### src/rtl/bc_seq_if.sv
// Host-load, RAM and count-report signals of the box-count sequencer.
interface bc_seq_if #(
  parameter int unsigned MAX_BOX  = 3,
  parameter int unsigned DATA_LEN = 8
);
  localparam int unsigned AddrW = 2 * MAX_BOX + 1;
  localparam int unsigned LvlW  = ($clog2(MAX_BOX + 1) < 2) ? 2 : $clog2(MAX_BOX + 1);

  logic                  start;
  logic                  load_en;
  logic [2*MAX_BOX-1:0]  load_addr;
  logic [DATA_LEN-1:0]   load_data;
  logic                  ram_ren;
  logic [AddrW-1:0]      ram_raddr;
  logic [DATA_LEN-1:0]   ram_rdata;
  logic                  ram_wen;
  logic [AddrW-1:0]      ram_waddr;
  logic [DATA_LEN-1:0]   ram_wdata;
  logic                  busy;
  logic                  done;
  logic                  cnt_valid;
  logic [LvlW-1:0]       cnt_level;
  logic [AddrW-1:0]      cnt_value;

  // Host and RAM side
  modport master (
    output start, load_en, load_addr, load_data, ram_rdata,
    input  ram_ren, ram_raddr, ram_wen, ram_waddr, ram_wdata,
    input  busy, done, cnt_valid, cnt_level, cnt_value
  );

  // Sequencer side
  modport slave (
    input  start, load_en, load_addr, load_data, ram_rdata,
    output ram_ren, ram_raddr, ram_wen, ram_waddr, ram_wdata,
    output busy, done, cnt_valid, cnt_level, cnt_value
  );
endinterface

### src/rtl/bc_seq.sv
// Box-count sequencer: repeatedly reduces a 2^MAX_BOX square image by summing 2x2 blocks
// (ping-ponging between two RAM banks) and reports the number of nonzero boxes per level.
module bc_seq #(
  parameter int unsigned MAX_BOX  = 3,
  parameter int unsigned DATA_LEN = 8
) (
  input logic     CLK,
  input logic     RST_N,
  bc_seq_if.slave bus
);
  localparam int unsigned AddrW = 2 * MAX_BOX + 1;
  localparam int unsigned LvlW  = ($clog2(MAX_BOX + 1) < 2) ? 2 : $clog2(MAX_BOX + 1);
  localparam int unsigned AccW  = DATA_LEN + 2;

  localparam logic [AddrW-1:0] CntMax  = {1'b1, {(2 * MAX_BOX){1'b0}}};
  localparam logic [LvlW-1:0]  OneLvl  = LvlW'(1);
  localparam logic [LvlW-1:0]  LastLvl = LvlW'(MAX_BOX);
  localparam logic [AccW-1:0]  DataMax = AccW'({DATA_LEN{1'b1}});

  typedef enum logic [2:0] {StIdle, StRpt0, StRd, StWr, StRpt, StDone} state_e;

  state_e               state_q, state_d;
  logic [1:0]           sub_q, sub_d;
  logic [LvlW-1:0]      lvl_q, lvl_d;
  logic [MAX_BOX-1:0]   row_q, row_d;
  logic [MAX_BOX-1:0]   col_q, col_d;
  logic [AccW-1:0]      acc_q, acc_d;
  logic [AddrW-1:0]     cnt_q, cnt_d;
  logic                 ren_q, ren_d;
  logic [AddrW-1:0]     raddr_q, raddr_d;
  logic                 wen_q, wen_d;
  logic [AddrW-1:0]     waddr_q, waddr_d;
  logic [DATA_LEN-1:0]  wdata_q, wdata_d;
  logic                 busy_q, busy_d;
  logic                 done_q, done_d;
  logic                 cnt_valid_q, cnt_valid_d;
  logic [LvlW-1:0]      cnt_level_q, cnt_level_d;
  logic [AddrW-1:0]     cnt_value_q, cnt_value_d;

  logic [AccW-1:0]      sum_w;
  logic [DATA_LEN-1:0]  sum_sat;
  logic [MAX_BOX-1:0]   side_last;

  // Address of quadrant 'sub' of output cell (r,c) in the source bank.
  function automatic logic [AddrW-1:0] rd_addr(input logic bank, input logic [MAX_BOX-1:0] r,
                                               input logic [MAX_BOX-1:0] c,
                                               input logic [1:0] sub);
    logic [MAX_BOX-1:0] rr;
    logic [MAX_BOX-1:0] cc;
    rr = (r << 1) | MAX_BOX'(sub[1]);
    cc = (c << 1) | MAX_BOX'(sub[0]);
    return {bank, rr, cc};
  endfunction

  // Highest cell index along one side at level lvl.
  function automatic logic [MAX_BOX-1:0] side_m1(input logic [LvlW-1:0] lvl);
    return MAX_BOX'((1 << (MAX_BOX - int'(lvl))) - 1);
  endfunction

  function automatic logic [AddrW-1:0] inc_sat(input logic [AddrW-1:0] cnt);
    return (cnt == CntMax) ? cnt : cnt + AddrW'(1);
  endfunction

  // Block sum: the fourth operand only arrives in the write cycle, so the write data is
  // formed here rather than in a register.
  always_comb begin
    sum_w     = acc_q + AccW'(bus.ram_rdata);
    sum_sat   = (sum_w > DataMax) ? {DATA_LEN{1'b1}} : sum_w[DATA_LEN-1:0];
    side_last = side_m1(lvl_q);
  end

  // Next-state logic; outputs are registered from the values of the state being entered.
  always_comb begin
    state_d     = state_q;
    sub_d       = sub_q;
    lvl_d       = lvl_q;
    row_d       = row_q;
    col_d       = col_q;
    acc_d       = acc_q;
    cnt_d       = cnt_q;
    ren_d       = 1'b0;
    raddr_d     = '0;
    wen_d       = 1'b0;
    waddr_d     = '0;
    wdata_d     = '0;
    cnt_valid_d = 1'b0;
    cnt_level_d = '0;
    cnt_value_d = '0;

    case (state_q)
      StIdle: begin
        if (bus.load_en) begin
          wen_d   = 1'b1;
          waddr_d = {1'b0, bus.load_addr};
          wdata_d = bus.load_data;
          if (bus.load_data != '0) cnt_d = inc_sat(cnt_q);
        end
        if (bus.start) begin
          state_d     = StRpt0;
          cnt_valid_d = 1'b1;
          cnt_value_d = cnt_d;
        end
      end
      StRpt0: begin
        cnt_d   = '0;
        lvl_d   = OneLvl;
        row_d   = '0;
        col_d   = '0;
        sub_d   = 2'd0;
        state_d = StRd;
        ren_d   = 1'b1;
        raddr_d = rd_addr(1'b0, '0, '0, 2'd0);
      end
      StRd: begin
        // Data for the read issued in sub-cycle k is on ram_rdata in sub-cycle k+1.
        acc_d = (sub_q == 2'd0) ? '0 : sum_w;
        if (sub_q == 2'd3) begin
          state_d = StWr;
          wen_d   = 1'b1;
          waddr_d = {lvl_q[0], row_q, col_q};
        end else begin
          sub_d   = sub_q + 2'd1;
          ren_d   = 1'b1;
          raddr_d = rd_addr(~lvl_q[0], row_q, col_q, sub_q + 2'd1);
        end
      end
      StWr: begin
        if (sum_sat != '0) cnt_d = inc_sat(cnt_q);
        sub_d = 2'd0;
        if (row_q == side_last && col_q == side_last) begin
          state_d     = StRpt;
          cnt_valid_d = 1'b1;
          cnt_level_d = lvl_q;
          cnt_value_d = cnt_d;
        end else begin
          if (col_q == side_last) begin
            col_d = '0;
            row_d = row_q + MAX_BOX'(1);
          end else begin
            col_d = col_q + MAX_BOX'(1);
          end
          state_d = StRd;
          ren_d   = 1'b1;
          raddr_d = rd_addr(~lvl_q[0], row_d, col_d, 2'd0);
        end
      end
      StRpt: begin
        cnt_d = '0;
        if (lvl_q == LastLvl) begin
          state_d = StDone;
        end else begin
          lvl_d   = lvl_q + OneLvl;
          row_d   = '0;
          col_d   = '0;
          state_d = StRd;
          ren_d   = 1'b1;
          raddr_d = rd_addr(~lvl_d[0], '0, '0, 2'd0);
        end
      end
      StDone: state_d = StIdle;
      default: state_d = StIdle;
    endcase

    busy_d = (state_d != StIdle);
    done_d = (state_d == StDone);
  end

  // State and output registers.
  always_ff @(posedge CLK or negedge RST_N) begin
    if (!RST_N) begin
      state_q     <= StIdle;
      sub_q       <= '0;
      lvl_q       <= '0;
      row_q       <= '0;
      col_q       <= '0;
      acc_q       <= '0;
      cnt_q       <= '0;
      ren_q       <= 1'b0;
      raddr_q     <= '0;
      wen_q       <= 1'b0;
      waddr_q     <= '0;
      wdata_q     <= '0;
      busy_q      <= 1'b0;
      done_q      <= 1'b0;
      cnt_valid_q <= 1'b0;
      cnt_level_q <= '0;
      cnt_value_q <= '0;
    end else begin
      state_q     <= state_d;
      sub_q       <= sub_d;
      lvl_q       <= lvl_d;
      row_q       <= row_d;
      col_q       <= col_d;
      acc_q       <= acc_d;
      cnt_q       <= cnt_d;
      ren_q       <= ren_d;
      raddr_q     <= raddr_d;
      wen_q       <= wen_d;
      waddr_q     <= waddr_d;
      wdata_q     <= wdata_d;
      busy_q      <= busy_d;
      done_q      <= done_d;
      cnt_valid_q <= cnt_valid_d;
      cnt_level_q <= cnt_level_d;
      cnt_value_q <= cnt_value_d;
    end
  end

  assign bus.ram_ren   = ren_q;
  assign bus.ram_raddr = raddr_q;
  assign bus.ram_wen   = wen_q;
  assign bus.ram_waddr = waddr_q;
  assign bus.ram_wdata = (state_q == StWr) ? sum_sat : wdata_q;
  assign bus.busy      = busy_q;
  assign bus.done      = done_q;
  assign bus.cnt_valid = cnt_valid_q;
  assign bus.cnt_level = cnt_level_q;
  assign bus.cnt_value = cnt_value_q;

endmodule

### src/flat_wrapper.sv
// flat-port wrapper written by rule: the top's interface ports become plain ports
module bc_seq_flat 
#(
  parameter int unsigned MAX_BOX  = 3,
  parameter int unsigned DATA_LEN = 8
)
  (CLK, RST_N, bus_start, bus_load_en, bus_load_addr, bus_load_data, bus_ram_rdata, bus_ram_ren, bus_ram_raddr, bus_ram_wen, bus_ram_waddr, bus_ram_wdata, bus_busy, bus_done, bus_cnt_valid, bus_cnt_level, bus_cnt_value);
  bc_seq_if #(.MAX_BOX(MAX_BOX), .DATA_LEN(DATA_LEN)) bus_i ();
  input logic CLK;
  input logic RST_N;
  input wire logic [$bits(bus_i.start)-1:0] bus_start;
  input wire logic [$bits(bus_i.load_en)-1:0] bus_load_en;
  input wire logic [$bits(bus_i.load_addr)-1:0] bus_load_addr;
  input wire logic [$bits(bus_i.load_data)-1:0] bus_load_data;
  input wire logic [$bits(bus_i.ram_rdata)-1:0] bus_ram_rdata;
  output wire logic [$bits(bus_i.ram_ren)-1:0] bus_ram_ren;
  output wire logic [$bits(bus_i.ram_raddr)-1:0] bus_ram_raddr;
  output wire logic [$bits(bus_i.ram_wen)-1:0] bus_ram_wen;
  output wire logic [$bits(bus_i.ram_waddr)-1:0] bus_ram_waddr;
  output wire logic [$bits(bus_i.ram_wdata)-1:0] bus_ram_wdata;
  output wire logic [$bits(bus_i.busy)-1:0] bus_busy;
  output wire logic [$bits(bus_i.done)-1:0] bus_done;
  output wire logic [$bits(bus_i.cnt_valid)-1:0] bus_cnt_valid;
  output wire logic [$bits(bus_i.cnt_level)-1:0] bus_cnt_level;
  output wire logic [$bits(bus_i.cnt_value)-1:0] bus_cnt_value;
  assign bus_i.start = bus_start;
  assign bus_i.load_en = bus_load_en;
  assign bus_i.load_addr = bus_load_addr;
  assign bus_i.load_data = bus_load_data;
  assign bus_i.ram_rdata = bus_ram_rdata;
  assign bus_ram_ren = bus_i.ram_ren;
  assign bus_ram_raddr = bus_i.ram_raddr;
  assign bus_ram_wen = bus_i.ram_wen;
  assign bus_ram_waddr = bus_i.ram_waddr;
  assign bus_ram_wdata = bus_i.ram_wdata;
  assign bus_busy = bus_i.busy;
  assign bus_done = bus_i.done;
  assign bus_cnt_valid = bus_i.cnt_valid;
  assign bus_cnt_level = bus_i.cnt_level;
  assign bus_cnt_value = bus_i.cnt_value;
  bc_seq #(.MAX_BOX(MAX_BOX), .DATA_LEN(DATA_LEN)) u_core (.CLK(CLK), .RST_N(RST_N), .bus(bus_i));
endmodule
### config.mk
export PLATFORM = sky130hd
export DESIGN_NAME = bc_seq_flat
export DESIGN_NICKNAME = d
export VERILOG_FILES = /design/src/rtl/bc_seq_if.sv /design/src/rtl/bc_seq.sv /design/src/flat_wrapper.sv
export SDC_FILE = /design/constraint.sdc
export NUM_CORES = 1
export LEC_CHECK = 0
export ABC_AREA = 1
export ABC_CLOCK_PERIOD_IN_PS = 5500
export BUFFER_PORTS_ARGS = -buffer_cell sky130_fd_sc_hd__buf_2
export CORE_UTILIZATION = 61
export DETAILED_ROUTE_END_ITERATION = 12
export HOLD_SLACK_MARGIN = 0.02
export PLACE_DENSITY_LB_ADDON = 0.12
export SETUP_SLACK_MARGIN = 0.4
export SLEW_MARGIN = 20
export SYNTH_ARGS = -nofsm -noshare
export SYNTH_HDL_FRONTEND = slang
export SYNTH_SLANG_ARGS = --single-unit
### constraint.sdc
create_clock -name CLK -period 5.5 [get_ports CLK]
set_input_delay 0.275 -clock CLK [delete_from_list [all_inputs] [get_ports CLK]]
set_output_delay 0.275 -clock CLK [all_outputs]
set_load 0.05 [all_outputs]
==> impl_metrics.tcl <==
set metrics [dict create \
    rows 28 \
    ys_ff_latch 66 \
    hold_buffers 0 \
    ctsResizeCount 0 \
    r2r_slack_ps 3100 \
    hpwlAfterDp_um 6448 \
    ys_async_sr_fraction_pct 100.0 \
    synthCells 478 \
    synth-main-ff-cell "dfrtp_1" \
    grt_pass1_wl_um 14610 \
    antenna_found_initial 0 \
    drcViolationCount 0 \
    die-height_um 80.93 \
    worstSkewPairLatency_ps 350 \
    finalCritPeriodShare_pct 57.42 \
    io_buffers 61 \
    cp.required_ps 5220 \
    overflow 0 \
    slew_headroom_pct 44.27 \
    diodes 0 \
    max_freq_ghz 0.3166 \
    fin_skew_ps 12.04 \
    synth_edf_count 0 \
    synth.avg_cell_area_um2 7.950 \
    start_kind "flop" \
    wl_per_cell_um 14.39 \
    start_util_pct 63.80 \
    power.leakage_nw 2.493 \
    die_w_um 80.93 \
    htreeDepth 3 \
    reg2regPathDepth 16 \
    irDropWorstVdd_mv 0.3229 \
    core_um2 5956 \
    power.density_nw_per_um2 597.9 \
    pre_cts_slack_ps 2705 \
    nFillCells 455 \
    worst_setup_path_end_kind "output pin" \
    final_layout_size_suffix_gt1_share_pct 20.98 \
    place.gp.congestion 0.9248 \
    num_vias 3381 \
    synth_area_um2 3800 \
    finalSetupViolCount 0 \
    drv_slew 0 \
    synth_top_area_cell "dfrtp_1" \
    tightest_slew_ps 836.0 \
    synthTopCellsByArea "dfrtp_1 (43%), nand2_1 (9.7%), inv_1 (7.8%)" \
    clock_path_buffers 2 \
    cap_violations 0 \
    setup_ws_ps 2342 \
    outcome "finished clean" \
    arrival_ps 2880 \
    cts_tree "done" \
    grt_pass1_vias 3236 \
    yosysMostFrequentCell "nand2_1" \
    crit_type "reg -> out" \
    grt_max_degree 67 \
    yosysUniqueCellTypes 32 \
    drtIter0Drc 197 \
    ys.warnings.count 0 \
    die-area_um2 6549 \
    routed_wl_um 9038 \
    vias_per_cell 5.384 \
    synth_commonest_cells "nand2_1 (98), inv_1 (79), dfrtp_1 (66)" \
    rr_startpoint "u_core.acc_q[0]" \
    clkTransAtPathRegs_ps 80 \
    hold_class "in -> async" \
    dr.pass1.iters 5 \
    total_power_mw 2.658 \
    mappedNetlistNets 523 \
    synth.yosys.seq_area_share_pct 43.46 \
    globalRouteTotalUtil_pct 29.72 \
    layout.nets 593 \
    synth_top_area_share_pct 43.46 \
    tns_ps 0 \
    cts_sinks 66 \
    r2r-end "u_core.cnt_q[3]" \
    root_buffer "clkbuf_8" \
    top_level_ports 62 \
    post_cts_buffers 0 \
    hold_viol 0 \
    postRouteAntennaNets 0 \
    cts_inserted_buffers 9 \
    crit_path_max_fanout 7 \
    rsz0062_at_grt "no" \
    syn2layout_area_growth_pct 16.99 \
    final.min_clock_period_ps 3158 \
]
how the worst max path moves through the flow:
| stage | start | end | slack, ps | cells past startpoint |
|---|---|---|---|---|
| global placement | bus_ram_rdata[0] | bus_ram_wdata[6] | 2820 | 17 |
| global route | u_core.acc_q[0] | bus_ram_wdata[6] | 2080 | 16 |
| CTS | u_core.acc_q[0] | bus_ram_wdata[3] | 2340 | 16 |
| detailed placement | bus_ram_rdata[0] | bus_ram_wdata[3] | 2710 | 17 |
| floorplan | u_core.acc_q[0] | bus_ram_wdata[1] | 2550 | 12 |
| finish | u_core.acc_q[0] | bus_ram_wdata[3] | 2340 | 16 |
registers in the layout, indices dropped and copies added, names as in the netlist:
name and count:
u_core.col_q 3, u_core.acc_q 10, u_core.bus.busy 1, u_core.bus.cnt_valid 1
u_core.bus.ram_raddr 7, u_core.state_q 3, u_core.row_q 3, u_core.lvl_q 2
u_core.bus.ram_waddr 7, u_core.bus.cnt_value 7, u_core.bus.ram_wen 1, u_core.wdata_q 8
u_core.bus.ram_ren 1, u_core.bus.cnt_level 2, u_core.bus.done 1, u_core.sub_q 2
u_core.cnt_q 7
cell type report:
class / instances / area [µm²] / share of cell area, %
tap: 75 / 93.84 / 2.111
clock buffer: 10 / 137.6 / 3.096
multi-input combinational: 328 / 1832 / 41.20
inverter: 81 / 304.0 / 6.839
clock inverter: 6 / 113.9 / 2.561
sequential: 66 / 1652 / 37.15
timing repair buffer: 62 / 312.8 / 7.036
critical path, cell delays in order, from the launching register on:
cell	delay, ps
dfrtp_1	360
ha_1	210
inv_1	70
fa_1	380
inv_1	100
nand3_1	90
nand2_1	100
nand2_1	70
nand2_1	60
nand2_1	40
nand2_1	110
nand3_4	110
nor2_1	350
nand2_1	120
o21ai_0	90
inv_1	50
buf_2	210
power by group:
group          internal (mW)  switching (mW)
registers              0.633          0.0930
clock network          0.314           0.199
logic                  0.387            1.03
cell families (layout without fill, tap and decap cells):
kind of cell             after synthesis  after routing  share of synthesized area (%)
AND/OR/NAND/NOR                      224            224                          27.95
XOR/XNOR                              12             12                          2.964
buffers and inverters                 84            159                          8.330
AO/OA/AOI/OAI                         73             73                          10.83
adder cells (fa/ha/maj)               19             19                          6.454
flip-flops                            66             66                          43.46
metrics by stage:
| step | area [µm²] | utilization, % | hold slack (ps) | cells |
|---|---|---|---|---|
| 2_1_floorplan | 3800 | - | -20.59 | 478 |
| 3_3_place_gp | 4194 | 70.42 | 469.5 | 612 |
| 3_5_place_dp | 4194 | 70.42 | 472.3 | 612 |
| 4_1_cts | 4446 | 74.64 | 143.1 | 628 |
| 5_1_grt | 4446 | 74.64 | 173.9 | 628 |
| 6_report | 4446 | 74.64 | 79.33 | 628 |
per-layer routing:
layer | routed length [µm] | global-route usage, %
met3 | 572 | 7.416
met1 | 3757 | 36.57
met2 | 4517 | 48.74
met4 | 190 | 14.46
met5 | 0 | 0
placed cells by master (no fill, tap or decap), types with 3 or more instances in the layout:
cell type   n
nand2_1    98
inv_1      79
dfrtp_1    66
buf_2      61
nor2_1     51
o21ai_0    45
nand3_1    38
ha_1       18
nand2_2    11
xor2_1     10
clkbuf_8   10
a21oi_1     9
a21oi_2     8
nand4_1     6
nand3_2     5
o21ai_1     4
nor2_2      4
nor3_1      3
o22ai_1     3
bufinv_16   3
(Power assumes the default switching activity.)
